`src/rtl/useq_mem_arb.sv`:
```
// useq_mem_arb: shares one BRAM port between the useq core and a host.
// The core normally has priority; a waiting host is force-granted after
// STARVE_MAX contended cycles. host_halt parks the core in reset and hands
// the port to the host exclusively, with a one-cycle release state on exit.
module useq_mem_arb #(
  parameter int ADDR_W     = 12,
  parameter int DATA_W     = 8,
  parameter int STARVE_MAX = 15
) (
  input  logic              clk,
  input  logic              rst,
  input  logic              core_req,
  input  logic [ADDR_W-1:0] core_addr,
  input  logic              core_wren,
  input  logic [DATA_W-1:0] core_wdata,
  output logic              core_stall,
  output logic              core_rst_n,
  input  logic              host_halt,
  input  logic              host_req,
  input  logic              host_we,
  input  logic [ADDR_W-1:0] host_addr,
  input  logic [DATA_W-1:0] host_wdata,
  output logic              host_gnt,
  output logic              host_rvalid,
  output logic [DATA_W-1:0] host_rdata,
  output logic [ADDR_W-1:0] ram_addr,
  output logic              ram_wren,
  output logic [DATA_W-1:0] ram_din,
  input  logic [DATA_W-1:0] ram_dout
);

  typedef enum logic [1:0] {
    ST_CORE = 2'd0,
    ST_HALT = 2'd1,
    ST_HREL = 2'd2
  } state_t;

  localparam logic [7:0] STARVE_LIM = 8'(STARVE_MAX);

  state_t      state_q, state_d;
  logic [7:0]  starve_q, starve_d;
  logic        rvalid_q, rvalid_d;
  logic        core_rst_n_q, core_rst_n_d;

  logic        host_gnt_s;
  logic        core_own_s;
  logic        starve_at_lim_s;

  // Counter never exceeds the limit; >= keeps the compare robust anyway.
  assign starve_at_lim_s = (starve_q >= STARVE_LIM);

  // Arbitration, starvation counting and next-state selection.
  always_comb begin
    state_d    = state_q;
    starve_d   = 8'd0;
    host_gnt_s = 1'b0;
    core_own_s = 1'b0;
    if (rst) begin
      state_d = ST_CORE;
    end else begin
      case (state_q)
        ST_CORE: begin
          core_own_s = core_req;
          host_gnt_s = host_req & (~core_req | starve_at_lim_s);
          if (host_halt) begin
            state_d = ST_HALT;
          end else begin
            state_d = ST_CORE;
          end
          // Count only cycles where the host asked and the core won.
          if (host_req & ~host_gnt_s) begin
            starve_d = starve_at_lim_s ? starve_q : (starve_q + 8'd1);
          end else begin
            starve_d = 8'd0;
          end
        end
        ST_HALT: begin
          host_gnt_s = host_req;
          if (host_halt) begin
            state_d = ST_HALT;
          end else begin
            state_d = ST_HREL;
          end
        end
        ST_HREL: begin
          // Core is still in reset here, so the host keeps the port.
          host_gnt_s = host_req;
          if (host_halt) begin
            state_d = ST_HALT;
          end else begin
            state_d = ST_CORE;
          end
        end
        default: begin
          state_d = ST_CORE;
        end
      endcase
    end
  end

  // BRAM port steering: the granted host owns the port, else the core does.
  always_comb begin
    ram_addr = core_addr;
    ram_wren = 1'b0;
    ram_din  = core_wdata;
    if (host_gnt_s) begin
      ram_addr = host_addr;
      ram_wren = host_we;
      ram_din  = host_wdata;
    end else begin
      ram_addr = core_addr;
      ram_wren = core_own_s & core_wren;
      ram_din  = core_wdata;
    end
  end

  // Next values for the read-valid flag and the core reset line.
  always_comb begin
    rvalid_d     = host_gnt_s & ~host_we;
    core_rst_n_d = (state_d == ST_CORE) & ~rst;
  end

  // State and output registers with synchronous reset.
  always_ff @(posedge clk) begin
    if (rst) begin
      state_q      <= ST_CORE;
      starve_q     <= 8'd0;
      rvalid_q     <= 1'b0;
      core_rst_n_q <= 1'b0;
    end else begin
      state_q      <= state_d;
      starve_q     <= starve_d;
      rvalid_q     <= rvalid_d;
      core_rst_n_q <= core_rst_n_d;
    end
  end

  assign host_gnt   = host_gnt_s;
  assign core_stall = core_own_s & host_gnt_s;
  // Masking with rst drops a read whose data would surface during reset.
  assign host_rvalid = rvalid_q & ~rst;
  // BRAM output is already registered; pass it through only on the pulse.
  assign host_rdata  = host_rvalid ? ram_dout : {DATA_W{1'b0}};
  assign core_rst_n  = core_rst_n_q & ~rst;

endmodule

```
`config.mk`:
```
export PLATFORM = sky130hd
export DESIGN_NAME = useq_mem_arb
export DESIGN_NICKNAME = d
export VERILOG_FILES = /design/src/rtl/useq_mem_arb.sv
export SDC_FILE = /design/constraint.sdc
export NUM_CORES = 1
export LEC_CHECK = 0
export ABC_AREA = 1
export CAP_MARGIN = 40
export CORE_MARGIN = 3
export CORE_UTILIZATION = 25
export CTS_BUF_LIST = sky130_fd_sc_hd__clkbuf_4
export DETAILED_ROUTE_END_ITERATION = 7
export GPL_ROUTABILITY_DRIVEN = 0
export PLACE_DENSITY = 0.66
export SYNTH_ARGS = -nofsm -noshare
export SYNTH_HDL_FRONTEND = slang
export SYNTH_SLANG_ARGS = --single-unit
```
`constraint.sdc`:
```
create_clock -name clk -period 2.1 [get_ports clk]
set_input_delay 0.42 -clock clk [delete_from_list [all_inputs] [get_ports clk]]
set_output_delay 0.42 -clock clk [all_outputs]
set_load 0.02 [all_outputs]
```
==> insert_results.sql <==
INSERT INTO impl_metrics (metric_group, metric, value, unit) VALUES
('sta', 'final.setup.worst_slack', '-0.00204', 'ns'),
('final_layout', 'instances_no_fill', '313', ''),
('die', 'floorplan.die.width', '66.4', 'um'),
('sta', 'final_max_slew_viol_count', '0', ''),
('setup_path', 'minimum_setup_slack_among_reg_to_reg_paths', '0.71', 'ns'),
('setup_path', 'critical_path_arrival', '1.68', 'ns'),
('sta', 'setup_total_negative_slack', '-0.00204', 'ns'),
('setup_path', 'crit_path_max_incr_delay', '0.37', 'ns'),
('sta', 'period_share', '100', '%'),
('cts', 'h_tree_level_count', '1', ''),
('final_layout', 'layout.area.seq', '248', 'um^2'),
('global_route', 'grt.overflow.total', '0', ''),
('routing', 'drt_iter0_markers', '29', ''),
('power', 'power-per-cell-area', '368', 'mW/mm^2'),
('setup_path', 'worstPathCellList', 'inv_2 -> ha_4 -> inv_2 -> nand2_4 -> buf_12 -> nand2_8 -> buf_6 -> buf_6 -> nand2_2 -> nand2_2 -> buf_6', ''),
('synthesis', 'synth_area', '913', 'um^2'),
('setup_path', 'critPathRequiredTime', '1.68', 'ns'),
('cts', 'clk_pin_slew', '0.07', 'ns'),
('final_layout', 'drive_above_1_share', '30.3', '%'),
('die', 'initial_standard_cell_utilization_of_the_core', '26.7', '%'),
('cts', 'worstSkewPairLatency', '0.27', 'ns'),
('cts', 'tritoncts', 'built', ''),
('setup_path', 'cp_common_cell', 'sky130_fd_sc_hd__buf_6', ''),
('cts', 'ctsHoldBuffers', '0', ''),
('sta', 'clock-skew-final', '0.00409', 'ns'),
('routing', 'route.vias.total', '1321', ''),
('routing', 'via_per_inst', '4.22', ''),
('die', 'num_rows', '21', ''),
('hold_path', 'worstHoldStart', 'starve_q[3]', ''),
('setup_path', 'type_of_the_worst_setup_path', 'reg2out', ''),
('sta', 'setup_viol', '1', ''),
('run_status', 'failed_checks', 'negative setup slack', ''),
('final_layout', 'area_delta_synth_final', '136', '%'),
('cts', 'clk_path_buf_depth', '2', ''),
('cts', 'cts-root-buf', 'sky130_fd_sc_hd__clkbuf_4', ''),
('final_layout', 'fillCellCount', '305', ''),
('routing', 'drc_errors', '0', ''),
('run_status', 'run_status', 'finished, violations left', ''),
('synthesis', 'ys_ff_latch', '12', ''),
('hold_path', 'holdPathStages', '2', ''),
('final_layout', 'multiInputGateArea', '653', 'um^2'),
('synthesis', 'post_synth.cell_area_avg', '6.09', 'um^2'),
('routing', 'detailedRoute.firstPassIterationCount', '4', ''),
('placed_design', 'dp_cells', '297', ''),
('placed_design', 'post-place-ws', '-0.492', 'ns'),
('synthesis', 'sequential_to_total_area_share_from_yosys_stat', '26.3', '%'),
('final_layout', 'final_area', '0.00215', 'mm^2'),
('cts', 'clkSinkCount', '12', ''),
('placed_design', 'detailed_place_hpwl', '2630', 'um'),
('setup_path', 'timing.rr.start', 'starve_q[1]', ''),
('die', 'design.portCount', '88', ''),
('setup_path', 'critPathMaxFanout', '6', ''),
('setup_path', 'r2r.worst_path.cells', '7', ''),
('setup_path', 'critical_path.slowest_cell', 'sky130_fd_sc_hd__dfxtp_2', ''),
('cts', 'cts_made_buffers', '3', ''),
('hold_path', 'worstHoldPathType', 'reg2reg', ''),
('placed_design', 'io_buffer_count', '87', ''),
('routing', 'average_wire_length_per_cell_after_detail_routing', '11.3', 'um'),
('final_layout', 'antennaDiodeCount', '0', ''),
('hold_path', 'worst_hold_path.endpoint', 'starve_q[3]', ''),
('global_route', 'initial_antenna_violation_count', '0', ''),
('job', 'maxCapViolations', '0', ''),
('synthesis', 'syn_inst_count', '150', ''),
('synthesis', 'ys.warnings.count', '0', ''),
('die', 'die_h', '66.4', 'um'),
('final_layout', 'num-nets-final', '328', ''),
('global_route', 'grt_pass1_vias', '1173', ''),
('placed_design', 'postPlaceCellArea', '0.00194', 'mm^2'),
('global_route', 'largest_net_degree_at_the_start_of_global_routing', '16', ''),
('power', 'p_leak', '0.00109', 'uW'),
('die', 'design.die.area', '0.00441', 'mm^2');
## cells by family after synthesis
logic type	Yosys count	synth area share, %
other	1	0.411
AOI/OAI and AO/OA	4	2.74
buffers and inverters	28	14.8
and+or+nand+nor	100	48.9
adders and majority gates	5	6.85
DFF	12	26.3
## where the power goes
group / internal (uW) / leakage, uW / switching (uW)
Clock: 68.9 / 0.0000154 / 73.4
Combinational: 225 / 0.000976 / 183
Sequential: 236 / 0.000101 / 4.80
Total: 530 / 0.00109 / 262
## flip-flops by register name, indices dropped and copies added (netlist names)
register / count
starve_q: 8
state_q: 2
core_rst_n_q: 1
rvalid_q: 1
## per-layer routing
metal	GRT usage [%]	wire (um)	up-vias
li1	-	-	704
met1	18.5	1440	568
met2	26.9	1750	45
met3	4.93	309	4
met4	3.05	23	0
met5	0	0	-
## layout make-up
cell class,count,area share (%)
Timing Repair Buffer,115,50.4
Tap cell,46,2.67
Inverter,22,3.84
Clock inverter,1,0.174
Sequential cell,12,11.5
Clock buffer,3,1.05
Multi-Input combinational cell,114,30.3
## synthesized netlist by cell type
master / instances / area share (%)
sky130_fd_sc_hd__nand4_1: 2 / 1.4
sky130_fd_sc_hd__nor2_2: 2 / 1.4
sky130_fd_sc_hd__buf_4: 4 / 3.3
sky130_fd_sc_hd__ha_1: 5 / 6.8
sky130_fd_sc_hd__conb_1: 1 / 0.41
sky130_fd_sc_hd__nor3_4: 1 / 1.8
sky130_fd_sc_hd__o211ai_1: 1 / 0.82
sky130_fd_sc_hd__a211oi_1: 1 / 0.82
sky130_fd_sc_hd__nand3_1: 25 / 14
sky130_fd_sc_hd__nor2_1: 15 / 6.2
sky130_fd_sc_hd__buf_6: 2 / 2.5
sky130_fd_sc_hd__nor4_1: 1 / 0.69
sky130_fd_sc_hd__dfxtp_1: 12 / 26
sky130_fd_sc_hd__a21oi_1: 2 / 1.1
sky130_fd_sc_hd__nand2_4: 1 / 1.2
sky130_fd_sc_hd__nand2_1: 48 / 20
sky130_fd_sc_hd__inv_1: 22 / 9.0
sky130_fd_sc_hd__nand2_2: 1 / 0.69
sky130_fd_sc_hd__nor3_1: 4 / 2.2
## how the worst max path moves through the flow
| stage | startpoint | end | slack [ns] | depth (start not counted) |
|---|---|---|---|---|
| 6_report | state_q[1] | ram_din[4] | -0.002 | 11 |
| 5_1_grt | state_q[0] | ram_din[4] | -0.09 | 9 |
| 3_5_place_dp | core_req | ram_din[2] | -0.49 | 8 |
| 2_1_floorplan | state_q[0] | core_stall | 0.35 | 5 |
| 4_1_cts | starve_q[1] | ram_din[4] | -0.03 | 12 |
| 3_3_place_gp | rst | core_stall | -0.47 | 6 |
## repair_timing
item	CTS	global route
pin swaps	4	2
gates resized for setup	134	24
endpoints found under the setup margin	33	28
setup buffers	7	3
gates cloned	2	0
## critical path: cells and delay by family, from the launching register on
family / cells / cell delay, ns
adder cells (fa/ha/maj): 1 / 0.25
flip-flops: 1 / 0.37
AND/OR/NAND/NOR: 4 / 0.22
buffers and inverters: 6 / 0.56
## through the flow
step / hold WS, ns / utilization, % / total power (uW)
2_1_floorplan: 0.430 / - / 398
3_3_place_gp: 0.490 / 56.8 / 609
3_5_place_dp: 0.493 / 56.8 / 611
4_1_cts: 0.514 / 60.1 / 777
5_1_grt: 0.563 / 63.0 / 837
6_report: 0.520 / 63.0 / 791
## layout by cell type (no fill, tap or decap), types with 2 or more instances in the layout
cell	n
sky130_fd_sc_hd__nor2_1	15
sky130_fd_sc_hd__buf_4	24
sky130_fd_sc_hd__nand2_1	39
sky130_fd_sc_hd__nor2_2	2
sky130_fd_sc_hd__dfxtp_1	8
sky130_fd_sc_hd__clkbuf_4	3
sky130_fd_sc_hd__nor3_1	4
sky130_fd_sc_hd__conb_1	4
sky130_fd_sc_hd__dfxtp_2	3
sky130_fd_sc_hd__inv_1	18
sky130_fd_sc_hd__dlygate4sd2_1	11
sky130_fd_sc_hd__ha_1	2
sky130_fd_sc_hd__buf_12	4
sky130_fd_sc_hd__inv_2	4
sky130_fd_sc_hd__buf_6	8
sky130_fd_sc_hd__nand2_2	8
sky130_fd_sc_hd__nand4_1	2
sky130_fd_sc_hd__buf_2	13
sky130_fd_sc_hd__clkdlybuf4s15_1	2
sky130_fd_sc_hd__nand2_4	2
sky130_fd_sc_hd__ha_4	3
sky130_fd_sc_hd__clkdlybuf4s50_1	51
sky130_fd_sc_hd__a21oi_1	2
sky130_fd_sc_hd__nand2_8	2
sky130_fd_sc_hd__nand3_1	24
(Power assumes the default switching activity.)
